$ cat config.mk
export PLATFORM = sky130hd
export DESIGN_NAME = wordle_board_vga
export DESIGN_NICKNAME = d
export VERILOG_FILES = /design/src/rtl/wordle_board_vga.sv
export SDC_FILE = /design/constraint.sdc
export NUM_CORES = 1
export LEC_CHECK = 0
export CAP_MARGIN = 10
export CORE_UTILIZATION = 62
export CTS_CLUSTER_SIZE = 30
export DETAILED_ROUTE_END_ITERATION = 10
export PLACE_DENSITY = 0.9
export SETUP_SLACK_MARGIN = 0.15
export SLEW_MARGIN = 20
export SYNTH_ARGS = -nofsm -noshare
export SYNTH_HDL_FRONTEND = slang
export SYNTH_SLANG_ARGS = --single-unit
$ cat constraint.sdc
create_clock -name clk -period 24.3 [get_ports clk]
set_input_delay 3.645 -clock clk [delete_from_list [all_inputs] [get_ports clk]]
set_output_delay 3.645 -clock clk [all_outputs]
set_load 0.1 [all_outputs]
$ cat src/rtl/wordle_board_vga.sv
// Wordle board renderer: 2-stage pixel pipeline drawing pegs, feedback fills and a row cursor,
// plus a per-slot animated reveal. Define WORDLE_CURSOR_BLINK_EN to make the cursor blink.
module wordle_board_vga #(
  parameter int ROWS          = 6,
  parameter int COLS          = 5,
  parameter int SYM_W         = 3,
  parameter int SLOT_W        = 48,
  parameter int SLOT_H        = 48,
  parameter int MARGIN        = 16,
  parameter int X0            = 160,
  parameter int Y0            = 50,
  parameter int RADIUS        = 16,
  parameter int REVEAL_FRAMES = 15
) (
  input  logic                       clk,
  input  logic                       reset,
  input  logic                       bright,
  input  logic [9:0]                 hCount,
  input  logic [9:0]                 vCount,
  input  logic [ROWS*COLS*SYM_W-1:0] matrix_flat,
  input  logic [ROWS*COLS*2-1:0]     feedback_flat,
  input  logic [$clog2(ROWS)-1:0]    guess_num,
  input  logic                       q_Input,
  input  logic                       reveal_start,
  output logic                       reveal_busy,
  output logic [3:0]                 vgaR,
  output logic [3:0]                 vgaG,
  output logic [3:0]                 vgaB
);

  localparam int ROW_W   = $clog2(ROWS);
  localparam int GN_CW   = ROW_W + 1;
  localparam int COL_W   = $clog2(COLS + 1);
  localparam int N_SLOTS = ROWS * COLS;
  localparam int IDX_W   = $clog2(N_SLOTS);
  localparam int FRM_W   = (REVEAL_FRAMES > 1) ? $clog2(REVEAL_FRAMES) : 1;
  localparam int PITCH_X = SLOT_W + MARGIN;
  localparam int PITCH_Y = SLOT_H + MARGIN;

  localparam logic [FRM_W-1:0] FRM_LAST = FRM_W'(REVEAL_FRAMES - 1);
  localparam logic [COL_W-1:0] COL_LAST = COL_W'(COLS - 1);

  typedef enum logic {IDLE, REVEAL} state_t;

  state_t             state_reg, state_next;
  logic [ROW_W-1:0]   rev_row_reg, rev_row_next;
  logic [COL_W-1:0]   rev_col_reg, rev_col_next;
  logic [FRM_W-1:0]   rev_frm_reg, rev_frm_next;

  logic frame_tick;
  logic gn_valid;
  logic cursor_vis;

  assign frame_tick = (hCount == 10'd0) && (vCount == 10'd0);
  assign gn_valid   = GN_CW'(guess_num) < GN_CW'(ROWS);

  // Slot decode by range compare per column/row, so non-power-of-two pitches need no divider.
  logic [COLS-1:0] col_hit;
  logic [9:0]      col_dx [COLS];
  logic [ROWS-1:0] row_hit;
  logic [9:0]      row_dy [ROWS];

  genvar gi;
  generate
    for (gi = 0; gi < COLS; gi++) begin : g_col
      assign col_hit[gi] = (hCount >= 10'(X0 + gi * PITCH_X)) &&
                           (hCount <  10'(X0 + gi * PITCH_X + SLOT_W));
      assign col_dx[gi]  = hCount - 10'(X0 + gi * PITCH_X);
    end
    for (gi = 0; gi < ROWS; gi++) begin : g_row
      assign row_hit[gi] = (vCount >= 10'(Y0 + gi * PITCH_Y)) &&
                           (vCount <  10'(Y0 + gi * PITCH_Y + SLOT_H));
      assign row_dy[gi]  = vCount - 10'(Y0 + gi * PITCH_Y);
    end
  endgenerate

  logic             x_in, y_in;
  logic [COL_W-1:0] col_sel;
  logic [ROW_W-1:0] row_sel;
  logic [9:0]       dx_sel, dy_sel;

  always_comb begin
    x_in    = 1'b0;
    col_sel = '0;
    dx_sel  = '0;
    for (int c = 0; c < COLS; c++) begin
      if (col_hit[c]) begin
        x_in    = 1'b1;
        col_sel = COL_W'(c);
        dx_sel  = col_dx[c];
      end
    end
    y_in    = 1'b0;
    row_sel = '0;
    dy_sel  = '0;
    for (int r = 0; r < ROWS; r++) begin
      if (row_hit[r]) begin
        y_in    = 1'b1;
        row_sel = ROW_W'(r);
        dy_sel  = row_dy[r];
      end
    end
  end

  logic             bright_p1_reg;
  logic             slot_p1_reg;
  logic [ROW_W-1:0] row_p1_reg;
  logic [COL_W-1:0] col_p1_reg;
  logic [9:0]       dx_p1_reg, dy_p1_reg;

  always_ff @(posedge clk) begin
    if (reset) begin
      bright_p1_reg <= 1'b0;
      slot_p1_reg   <= 1'b0;
      row_p1_reg    <= '0;
      col_p1_reg    <= '0;
      dx_p1_reg     <= '0;
      dy_p1_reg     <= '0;
    end else begin
      bright_p1_reg <= bright;
      slot_p1_reg   <= x_in && y_in;
      row_p1_reg    <= row_sel;
      col_p1_reg    <= col_sel;
      dx_p1_reg     <= dx_sel;
      dy_p1_reg     <= dy_sel;
    end
  end

  logic [SYM_W-1:0] sym_arr [N_SLOTS];
  logic [1:0]       fb_arr  [N_SLOTS];

  generate
    for (gi = 0; gi < N_SLOTS; gi++) begin : g_slot
      assign sym_arr[gi] = matrix_flat[gi*SYM_W +: SYM_W];
      assign fb_arr[gi]  = feedback_flat[gi*2 +: 2];
    end
  endgenerate

  logic [IDX_W-1:0]   slot_idx;
  logic [SYM_W-1:0]   sym;
  logic [1:0]         fb;
  logic signed [23:0] ddx, ddy, sq_x, sq_y;
  logic [23:0]        dist2;
  logic               in_peg, border, cursor_on, fb_shown;

  assign slot_idx = IDX_W'(row_p1_reg) * IDX_W'(COLS) + IDX_W'(col_p1_reg);
  assign sym      = sym_arr[slot_idx];
  assign fb       = fb_arr[slot_idx];

  assign ddx    = $signed({14'd0, dx_p1_reg}) - 24'(SLOT_W / 2);
  assign ddy    = $signed({14'd0, dy_p1_reg}) - 24'(SLOT_H / 2);
  assign sq_x   = ddx * ddx;
  assign sq_y   = ddy * ddy;
  assign dist2  = sq_x + sq_y;
  assign in_peg = dist2 <= 24'(RADIUS * RADIUS);

  assign border = (dx_p1_reg < 10'd2) || (dx_p1_reg >= 10'(SLOT_W - 2)) ||
                  (dy_p1_reg < 10'd2) || (dy_p1_reg >= 10'(SLOT_H - 2));

  assign cursor_on = q_Input && gn_valid && (row_p1_reg == guess_num) && border && cursor_vis;

  // Slots of the row being revealed stay unfilled until the sweep has passed them.
  assign fb_shown = !((state_reg == REVEAL) && (row_p1_reg == rev_row_reg) &&
                      (col_p1_reg >= rev_col_reg));

  logic [11:0] rgb_next, rgb_reg;

  always_comb begin
    rgb_next = 12'h000;
    if (bright_p1_reg && slot_p1_reg) begin
      if (in_peg) begin
        case (sym)
          SYM_W'(1): rgb_next = 12'h00F;
          SYM_W'(2): rgb_next = 12'h0F0;
          SYM_W'(3): rgb_next = 12'h0FF;
          SYM_W'(4): rgb_next = 12'hF00;
          SYM_W'(5): rgb_next = 12'hFF0;
          SYM_W'(6): rgb_next = 12'hF0F;
          default:   rgb_next = 12'h888;
        endcase
      end else if (cursor_on) begin
        rgb_next = 12'hFFF;
      end else if (fb_shown) begin
        case (fb)
          2'd1:    rgb_next = 12'h444;
          2'd2:    rgb_next = 12'hAA0;
          2'd3:    rgb_next = 12'h0A0;
          default: rgb_next = 12'h000;
        endcase
      end
    end
  end

  always_ff @(posedge clk) begin
    if (reset) begin
      rgb_reg <= 12'h000;
    end else begin
      rgb_reg <= rgb_next;
    end
  end

  assign vgaR = rgb_reg[11:8];
  assign vgaG = rgb_reg[7:4];
  assign vgaB = rgb_reg[3:0];

`ifdef WORDLE_CURSOR_BLINK_EN
  logic [4:0] frame_cnt_reg;

  always_ff @(posedge clk) begin
    if (reset) begin
      frame_cnt_reg <= 5'd0;
    end else if (frame_tick) begin
      frame_cnt_reg <= frame_cnt_reg + 5'd1;
    end
  end

  assign cursor_vis = frame_cnt_reg[4];
`else
  assign cursor_vis = 1'b1;
`endif

  // A start coinciding with a tick only launches the reveal; that tick is not counted.
  always_comb begin
    state_next   = state_reg;
    rev_row_next = rev_row_reg;
    rev_col_next = rev_col_reg;
    rev_frm_next = rev_frm_reg;
    case (state_reg)
      IDLE: begin
        if (reveal_start && gn_valid) begin
          state_next   = REVEAL;
          rev_row_next = guess_num;
          rev_col_next = '0;
          rev_frm_next = '0;
        end
      end
      REVEAL: begin
        if (frame_tick) begin
          if (rev_frm_reg == FRM_LAST) begin
            rev_frm_next = '0;
            if (rev_col_reg == COL_LAST) begin
              state_next   = IDLE;
              rev_col_next = '0;
            end else begin
              rev_col_next = rev_col_reg + COL_W'(1);
            end
          end else begin
            rev_frm_next = rev_frm_reg + FRM_W'(1);
          end
        end
      end
      default: state_next = IDLE;
    endcase
  end

  always_ff @(posedge clk) begin
    if (reset) begin
      state_reg   <= IDLE;
      rev_row_reg <= '0;
      rev_col_reg <= '0;
      rev_frm_reg <= '0;
    end else begin
      state_reg   <= state_next;
      rev_row_reg <= rev_row_next;
      rev_col_reg <= rev_col_next;
      rev_frm_reg <= rev_frm_next;
    end
  end

  assign reveal_busy = (state_reg == REVEAL);

endmodule

# After elaboration in Yosys (flattened, before gate mapping)
# Index checks and enable logic that the tools add are counted.
# word_totals
register_bits,51
word_cells,169
# op_classes
addsub,17
mul,3
magnitude_cmp,30
eq_ne,16
n_mux,56
bitwise_logic,3
n_reduce_logical,31
# op_table
operator,n
$mux W10,11
$pmux W12 S6,1
$lt A10 B9 Y1 const B,7
$ge A10 B9 Y1 const B,5
$sub A10 B9 Y10 const B,5
$mul A11 B11 Y22,2
$ge A10 B8 Y1 const B,4
$sub A10 B8 Y10 const B,4
$mux W3,13
$mux W12,3
$pmux W12 S3,1
$ge A10 B6 Y1 const B,3
$lt A10 B8 Y1 const B,3
$le A24 B9 Y1 const B,1
$add A22 B22 Y23,1
$sub A10 B5 Y11 const B,2
$logic_and A1 B1 Y1,20
$logic_not A10 Y1,2
$lt A10 B2 Y1 const B,2
$mux W1,17
$bmux W3 S5,1
$eq A3 B3 Y1 const B,4
$mux W4,3
$bmux W2 S5,1
other kinds (30),40

# Longest topological paths before layout
# Gate-level depths: netlist (run 1).
# depth
depth_word,11
mapped_depth,31
ltp_nobuf,29

# Worst setup path after synthesis (run 1)
# No wires, ideal clock.
# synth_path
kind,register to register
from,reg dy_p1_reg[6]
to,reg rgb_reg[7]
setup_ns,0.087
arrival_time_ns,7.982
slack_ns,16.231
stages_incl_launch_ff,28
period_less_slack_ns,8.069
path_cell_list,dfxtp_1 -> nor4_1 -> nand2_1 -> inv_1 -> clkbuf_1 -> nand2_1 -> inv_1 -> fa_1 -> fa_1 -> inv_1 -> fa_1 -> fa_1 -> inv_1 -> fa_1 -> fa_1 -> inv_1 -> fa_1 -> inv_1 -> ha_1 -> a21o_1 -> a2bb2oi_1 -> or3_1 -> nor4_1 -> nand4_1 -> a2111oi_4 -> and4_4 -> nor2_2 -> a221oi_2
# synth_via
elab_chain_len,6
elab_cells_between_ends,11
# synth_rtl
element,line,rtl
from (decl),109,"logic [9:0] dx_p1_reg, dy_p1_reg;"
from (signal assigned),125,dy_p1_reg <= dy_sel;
"parallel branches: the longest is 5 deep, another holds $le A24 B9 Y1",n/a,
$mux W12 *,171,if (in_peg) begin
to (signal assigned),198,rgb_reg <= rgb_next;
to (decl),166,"logic [11:0] rgb_next, rgb_reg;"
# Every way passes the cells marked *.
# A chain may end at the register's enable or synchronous reset.

# Final worst setup path (run 1)
# layout_path
from,reg dy_p1_reg[6]
to,reg rgb_reg[2]
# Same word-level chain as after synthesis.

==> run metrics, run 1 <==
Critical Path RT=about 24 ns; Wirelength per Cell=19.4 um; placer congestion estimate=between 0.9 and 1; slowest CP cell=nor4_1; htree depth=2; placed standard-cell area=around 15,000 um^2; Critical Path Max Stage Delay=between 0.5 and 0.6 ns; Worst EP arrival=~9.5 ns; worst hold path type=reg -> reg; drc violations=0; max_cap viols=0; CTS tree=yes; area leader, netlist=fa_1; CTS Sinks=50; first-pass GRT wire length=about 58,000 um; CTS resizes=0; Clock Pin Slew Worst Setup and Hold Paths=0.08 ns; Post-synth top cells=inv_1 (356), fa_1 (248), ha_1 (108); total iterations of the first detailed-routing run=5; Nets=roughly 2.1k; Final Setup Violations=0; Area Overhead vs Synth=17.7%; Top-Level Pins=about 190; ys async rst share=0%; count leader, synth=inv_1; Post-synth top flop=dfxtp_1; setup_tns=0 ns; maximum clock rate=107 MHz; Finished Cell Area=15,300 um^2; Initial Util=between 60 and 70%; hold buffers post-CTS=0; FILL cells=1,335; worst slew pin tran=between 1 and 1.5 ns; final hold vios=0; Max Slew Vio Count=0; average size of a mapped cell=9.38 um^2; post-synth top area share=38.1%; DIE HEIGHT=~150 um; run status=completed; die area=~22,000 um^2; core area=20,400 um^2; Post-synth EDFFs=0; layout cell share with drive strength beyond 1=around 5%; Vias/cell=a little under 6; synth top area cells=fa_1 (38%), ha_1 (10%), inv_1 (10%); Final Core Density=roughly three quarters; detailed placement HPWL=between 30,000 and 40,000 um; Netlist Area Pre-Place=around 13,000 um^2; most used cell, CP=fa_1; WL final=roughly 36,000 um; Tmin final=~9.3 ns; CTS root buffer=clkbuf_16; Largest register FFs=11; Seq/Total Area, Yosys=7.68%; kind of critical path=reg -> reg; Worst Setup End Kind=flop; PortBufs=190; chip width=approximately 150 um; Netlist cell types=around 80; maximum root-to-sink buffer count=2; Max-slew headroom=a little over a quarter; latest clock arrival within the worst-skew pair=roughly 0.30 ns; vias in the first global route=12.3k; RSZ-0062 raised after global routing=false; CTS Buf Count=5; critical path peak fanout=12; CP Launch Type=flop; Seq cells post-synth=50; antenna-violating nets left=0; Synth Instances=~1.4k; DR vias=between 10k and 15k; aggregate global-route resource usage=35.3%; initial drt markers=707; area occupied by multi-input gates=about 11,000 um^2; setup bufs post-CTS=0; synth warn=0; Tcrit/Tclk final=38.4%; row cnt=52; worst hold margin=between 0.4 and 0.5 ns; initial antenna violation count=3; largest net degree at the start of global routing=around 40; final clock skew=~0.011 ns; Reg area=1000 um^2; Overflow after GRT=0
placed cells by master (no fill, tap or decap), types with 5 or more instances in the layout:
cell             netlist  routed
nor3b_1                9       9
xor2_1                13      13
mux2i_1                9       9
o21ai_0               28      28
a21o_1                15      15
nand2_1               81      81
dfxtp_1               50      50
clkdlybuf4s50_1        0     190
nor2_1                93      93
nor3_1                22      22
o21a_1                 6       6
a21oi_1               44      44
inv_1                356     356
nor4_1                 6       6
nand3_1                9       9
clkbuf_16              0       5
fa_1                 248     248
xnor2_1               29      29
and3_1                10      10
ha_1                 108     107
mux4_2                36      36
nand4_1                5       5
or3_1                  9       9
nand2b_1              24      24
mux2_2                 7       7
nand3b_1               6       6
buf_4                  2       5
a22oi_1                6       6
nor2b_1               24      24
and2_1                21      21
a211oi_1               8       8
a31oi_1                5       5
worst paths after layout:
| check | from | to | slack (ns) | cells past startpoint |
|---|---|---|---|---|
| hold reg to reg | rev_col_reg[1]$_SDFFE_PP0P_ | rev_col_reg[1]$_SDFFE_PP0P_ | 0.49 | 2 |
| setup reg to reg | dy_p1_reg[6]$_SDFF_PP0_ | rgb_reg[2]$_SDFF_PP0_ | 14.97 | 26 |
| setup / recovery | dy_p1_reg[6]$_SDFF_PP0_ | rgb_reg[2]$_SDFF_PP0_ | 14.97 | 26 |
| hold / removal | rev_col_reg[1]$_SDFFE_PP0P_ | rev_col_reg[1]$_SDFFE_PP0P_ | 0.49 | 2 |
cell families after synthesis:
| kind of cell | count (synthesis) | synth area share [%] |
|---|---|---|
| other cells | 2 | 0.0576 |
| simple gates | 338 | 13.1 |
| xor+xnor | 42 | 2.82 |
| buf+inv | 391 | 11.4 |
| fa+ha+maj | 356 | 48.5 |
| flops | 50 | 7.68 |
| mux | 56 | 8.32 |
| compound gates | 155 | 8.18 |
layout make-up:
cell class	instances	share of cell area (%)
Multi-Input combinational cell	951	68.8
Timing Repair Buffer	195	12.6
Inverter	357	8.74
Sequential cell	50	6.53
Tap cell	270	2.20
Clock buffer	5	0.816
Clock inverter	3	0.188
Antenna cell	3	0.0489
critical path: cells and delay by family, from the launching register on:
family                     cells  cell delay [ns]
buffers and inverters          6             1.16
DFF                            1             0.35
and+or+nand+nor                9             2.89
AOI/OAI and AO/OA              3             0.84
adders and majority gates      8             3.98
metal layers:
layer	wire [um]	global-route usage, %
met2	18800	64.7
met3	2420	5.59
met5	0	0
met1	11400	36.1
met4	3050	26.4
stage by stage:
step           setup slack [ns]  cells
2_1_floorplan             16.23   1392
3_3_place_gp              15.52   1823
3_5_place_dp              15.06   1823
4_1_cts                   15.02   1831
5_1_grt                   14.53   1834
6_report                  14.97   1834
Power of run 1 is left out: the tool's default activity adds up to more than one toggle a clock period on the data nets, which glitch-free logic cannot reach.
==> run 2: changes to the inputs <==
- CORE_UTILIZATION: 62 -> 52
- PLACE_DENSITY: 0.9 -> 0.8
- clock period: 24.3 -> 8.1 ns (I/O delays scaled with it)
==> run metrics, run 2 (synthesis gave the netlist of run 1 again) <==
Nets=2,194 (+4.8%); antenna-violating nets left=0 (unchanged); Vias/cell=5.51 (-6.4%); worst slew pin tran=1.06 ns (-0.0335 ns); die area=25,700 um^2 (+19%); CP Launch Type=flop; M1 GR Usage=30.2% (-5.9 points); largest net degree at the start of global routing=37 (-9.8%); CTS Buf Count=5 (unchanged); initial antenna violation count=5 (+2); CTS root buffer=clkbuf_16; run status=completed; Largest register FFs=11 (unchanged); row cnt=57 (+9.6%); Most Crowded Layer GR=met2; maximum root-to-sink buffer count=2 (unchanged); Max Slew Vio Count=0 (unchanged); Wirelength per Cell=18.1 um (-6.6%); core area=24,500 um^2 (+20%); Initial Util=53.3% (-11 points); layout cell share with drive strength beyond 1=16.4% (+11 points); drc violations=0 (unchanged); WL final=36,100 um (+1.3%); kind of critical path=reg -> reg; critical path's top delay family=adder cells; final hold vios=0 (unchanged); total iterations of the first detailed-routing run=6 (+1); final clock skew=0.0109 ns (-0.0000447 ns); maximum clock rate=127 MHz (+19%); most common cell after layout, fill and taps aside=inv_1; RSZ-0062 raised after global routing=true; Critical Path Max Stage Delay=0.58 ns (+0.03 ns); worst slack, placed=-0.0841 ns (-15.14 ns); met2 Use GR=53.6% (-11 points); Buf/Inv on CP=4 (-2); latest clock arrival within the worst-skew pair=0.29 ns (about the same); slowest CP cell=or4_4; aggregate global-route resource usage=28.3% (-6.9 points); CTS tree=yes; Overflow after GRT=0 (unchanged); placer congestion estimate=0.961 (+2.6%); DIE HEIGHT=160 um (+9.1%); Clock Pin Slew Worst Setup and Hold Paths=0.07 ns (about the same); Worst Setup End Kind=flop; critical path peak fanout=5 (-7); Max-slew headroom=28.8% (+2.2 points); Final Core Density=68.2% (-6.8 points); PortBufs=190 (unchanged); CTS Sinks=50 (unchanged); first-pass GRT wire length=56,900 um (-2.6%); initial drt markers=635 (-10%); commonest non-fill, non-tap cells in the layout=inv_1 (346), fa_1 (237), clkdlybuf4s50_1 (190); Tmin final=7.88 ns (-1.46 ns); Area Overhead vs Synth=28.1%; detailed placement HPWL=30,300 um (-3.2%); Final Setup Violations=0 (unchanged); Global Route met3 Usage=3.36% (-2.2 points); Worst EP arrival=8.04 ns (-1.47 ns); chip width=160 um (+9.1%); Tcrit/Tclk final=97.2% (+59 points); setup_tns=0 ns (unchanged); hold buffers post-CTS=0 (unchanged); htree depth=2 (unchanged); worst setup slack after layout=0.225 ns (-14.74 ns); max_cap viols=0 (unchanged); Top-Level Pins=191 (unchanged); most used cell, CP=fa_1; worst hold path type=reg -> reg; Critical Path RT=8.27 ns (-16.20 ns); vias in the first global route=12.0k (-2.8%); DR vias=11.0k (+1.6%)
==> run 2: changes by cell type in the layout (fill, tap and decap cells not counted), sizes merged <==
cell	before	now
buf	5	105
clkinv	1	2
clkinvlp	0	2
diode	3	5
inv	359	356
==> run 2: final timing paths <==
kind,end,from,cells after the start,slack (ns)
worst max-delay path,rgb_reg[10]$_SDFF_PP0_,dy_p1_reg[4]$_SDFF_PP0_,25,0.22
worst min-delay path,rev_col_reg[1]$_SDFFE_PP0P_,rev_col_reg[1]$_SDFFE_PP0P_,2,0.47
worst max register to register,rgb_reg[10]$_SDFF_PP0_,dy_p1_reg[4]$_SDFF_PP0_,25,0.22
worst min register to register,rev_col_reg[1]$_SDFFE_PP0P_,rev_col_reg[1]$_SDFFE_PP0P_,2,0.47
==> run 2: final cells by class <==
| class | count | area, um^2 |
|---|---|---|
| multi-input combinational | 951 | 11000 |
| fill | 1765 | 7770 |
| timing repair buffer | 295 | 2730 |
| inverter | 357 | 1350 |
| sequential | 50 | 1020 |
| tap | 324 | 405 |
| clock buffer | 5 | 125 |
| clock inverter | 3 | 28.8 |
| antenna | 5 | 12.5 |
==> run 2: per-layer routing <==
layer / share of wire (%) / up-vias / routed length, um
met5: 0 / - / 0
met4: 7.4 / 0 / 2660
met2: 54 / 479 / 19300
li1: - / 4941 / -
met3: 5.8 / 126 / 2100
met1: 33 / 5415 / 12000
==> run 2: timing repair <==
action / CTS / global route
hold endpoints to repair: 0 / 0
setup endpoints to repair: 11 / 11
resized for setup: 38 / 87
cloned: 1 / 0
pin swaps: 22 / 52
buffers inserted: 11 / 20
==> run 2: through the flow <==
stage | hold slack, ns | instance area, um^2 | instances
2_1_floorplan | 0.449 | 13100 | 1392
3_3_place_gp | 0.460 | 15800 | 1945
3_5_place_dp | 0.467 | 15800 | 1945
4_1_cts | 0.477 | 16200 | 1965
5_1_grt | 0.498 | 16700 | 1990
6_report | 0.474 | 16700 | 1990
==> run 2: worst min-delay path: cells and delay by family, from the launching register on <==
family | cells | cell delay [ns]
DFF | 1 | 0.33
AOI/OAI and AO/OA | 1 | 0.05
and+or+nand+nor | 1 | 0.06
Power of run 2 is left out for the same reason.
==> run 3: changes to the inputs <==
- CORE_UTILIZATION: 52 -> 62
- PLACE_DENSITY: 0.8 -> 0.9
- clock period: 8.1 -> 9.44 ns (I/O delays scaled with it)
==> run metrics, run 3 (synthesis gave the netlist of run 1 again) <==
run status=completed; latest clock arrival within the worst-skew pair=0.30 ns (about the same); DR vias=10.9k (-0.70%); aggregate global-route resource usage=35.4% (+7.1 points); Buf/Inv on CP=6 (+2); hold path depth=1 (-1); CTS root buffer=clkbuf_16; Largest register FFs=11 (unchanged); layout cell share with drive strength beyond 1=6.36% (-10 points); Max-slew headroom=27.3% (-1.5 points); Clock Pin Slew Worst Setup and Hold Paths=0.07 ns (about the same); row cnt=52 (-8.8%); htree depth=2 (unchanged); max_cap viols=0 (unchanged); Critical Path Max Stage Delay=0.69 ns (+0.11 ns); first-pass GRT wire length=58,100 um (+2.2%); kind of critical path=reg -> reg; RSZ-0062 raised after global routing=false; most common cell after layout, fill and taps aside=inv_1; reg2reg end=rgb_reg[1]$_SDFF_PP0_; Most Crowded Layer GR=met2; setup_tns=0 ns (unchanged); initial drt markers=779 (+23%); chip width=147 um (-8.3%); vias in the first global route=12.1k (+0.51%); placed standard-cell area=15,200 um^2 (-3.5%); CTS Buf Count=5 (unchanged); critical path peak fanout=10 (+5); commonest non-fill, non-tap cells in the layout=inv_1 (353), fa_1 (248), clkdlybuf4s50_1 (190); final clock skew=0.00643 ns (-0.00446 ns); area occupied by multi-input gates=10,600 um^2 (-4.1%); M1 GR Usage=36.8% (+6.7 points); Worst Setup End Kind=flop; DIE HEIGHT=147 um (-8.3%); slowest CP cell=fa_1; Global Route met3 Usage=5.56% (+2.2 points); largest net degree at the start of global routing=41 (+11%); Wirelength per Cell=19.8 um (+9.3%); hold buffers post-CTS=0 (unchanged); maximum root-to-sink buffer count=2 (unchanged); antenna-violating nets left=0 (unchanged); Top-Level Pins=191 (unchanged); Worst Hold Path EP=reveal_busy$_SDFF_PP0_; critical path's top delay family=adder cells; worst r2r src=dy_p1_reg[6]$_SDFF_PP0_; R2R setup slack=0.44 ns (+0.21 ns); initial antenna violation count=4 (-1); PortBufs=190 (unchanged); CTS tree=yes; final hold vios=0 (unchanged); total iterations of the first detailed-routing run=5 (-1); Area Overhead vs Synth=18.6%; Tcrit/Tclk final=95.4% (-1.9 points); placer congestion estimate=0.968 (+0.64%); detailed placement HPWL=31,600 um (+4.2%); worst hold margin=0.502 ns (+0.0279 ns); Nets=2,106 (-4.0%); die area=21,600 um^2 (-16%); Vias/cell=5.89 (+7.0%); FILL cells=1,291 (-27%); Critical Path RT=9.60 ns (+1.33 ns); Finished Cell Area=15,500 um^2 (-7.4%); most used cell, CP=fa_1; Max Slew Vio Count=0 (unchanged); met2 Use GR=64.1% (+10 points); CP Launch Type=flop; drc violations=0 (unchanged); maximum clock rate=111 MHz (-13%); Overflow after GRT=0 (unchanged); Initial Util=63.8% (+11 points); Final Setup Violations=0 (unchanged); worst slew pin tran=1.09 ns (+0.0221 ns); Reg area=1000 um^2 (-1.4%); core area=20,400 um^2 (-16%); WL final=36,600 um (+1.5%); cell count of the worst reg-to-reg path=26 (+4.0%); Worst EP arrival=9.16 ns (+1.12 ns); CTS Sinks=50 (unchanged); worst hold path type=reg -> reg; min-delay src=rev_col_reg[2]$_SDFFE_PP0P_; Tmin final=9.00 ns (+1.13 ns)
## run 3: metrics by stage
stage          setup WS [ns]  instances  utilization (%)
6_report               0.437       1847             75.7
5_1_grt               0.0850       1846             75.7
4_1_cts                0.157       1837             75.3
3_5_place_dp           0.204       1829             74.5
3_3_place_gp           0.837       1829             74.5
2_1_floorplan           1.37       1392                -
## run 3: cell type report
type / count / area share [%]
flip-flops and latches: 50 / 6.48
inverters: 357 / 8.74
clock buffers: 6 / 0.898
well taps: 270 / 2.19
repair buffers: 207 / 13.1
multi-input cells: 951 / 68.4
diodes: 4 / 0.0647
clock inverters: 2 / 0.0809
## run 3: worst reg2reg max path: stages, from the launching register on
cell and delay, ns:
dfxtp_1 0.36, nor4_2 0.45, nand2_1 0.33, clkinvlp_4 0.30
nand2_1 0.18, inv_1 0.14, fa_1 0.54, fa_1 0.69
fa_1 0.59, inv_1 0.07, fa_1 0.55, inv_1 0.06
fa_1 0.50, fa_1 0.55, inv_1 0.05, fa_1 0.54
inv_1 0.05, ha_1 0.37, a21o_1 0.22, a2bb2oi_1 0.13
or3_1 0.37, nor4_1 0.24, nand4_1 0.22, a2111oi_4 0.60
nand4_1 0.35, nor3_2 0.34, nor3_1 0.09
## run 3: repair_timing
item	in CTS	in global routing
resized for setup	0	8
endpoints found under the setup margin	0	11
hold endpoints to repair	0	0
setup buffers	0	6
## run 3: how the worst max path moves through the flow
stage,from,to,slack (ns),cells after the start
2_1_floorplan,dy_p1_reg[6]$_SDFF_PP0_,rgb_reg[7]$_SDFF_PP0_,1.37,27
3_3_place_gp,dy_p1_reg[6]$_SDFF_PP0_,rgb_reg[7]$_SDFF_PP0_,0.84,26
3_5_place_dp,dy_p1_reg[6]$_SDFF_PP0_,rgb_reg[1]$_SDFF_PP0_,0.20,26
4_1_cts,dy_p1_reg[6]$_SDFF_PP0_,rgb_reg[1]$_SDFF_PP0_,0.16,26
5_1_grt,dy_p1_reg[6]$_SDFF_PP0_,rgb_reg[1]$_SDFF_PP0_,0.09,26
6_report,dy_p1_reg[6]$_SDFF_PP0_,rgb_reg[1]$_SDFF_PP0_,0.44,26
## run 3: layer usage
layer	share of wire [%]	wire length, um
met5	0	0
met4	8.8	3220
met3	7.2	2640
met2	52	18800
met1	32	11900
Power of run 3 is left out for the same reason.
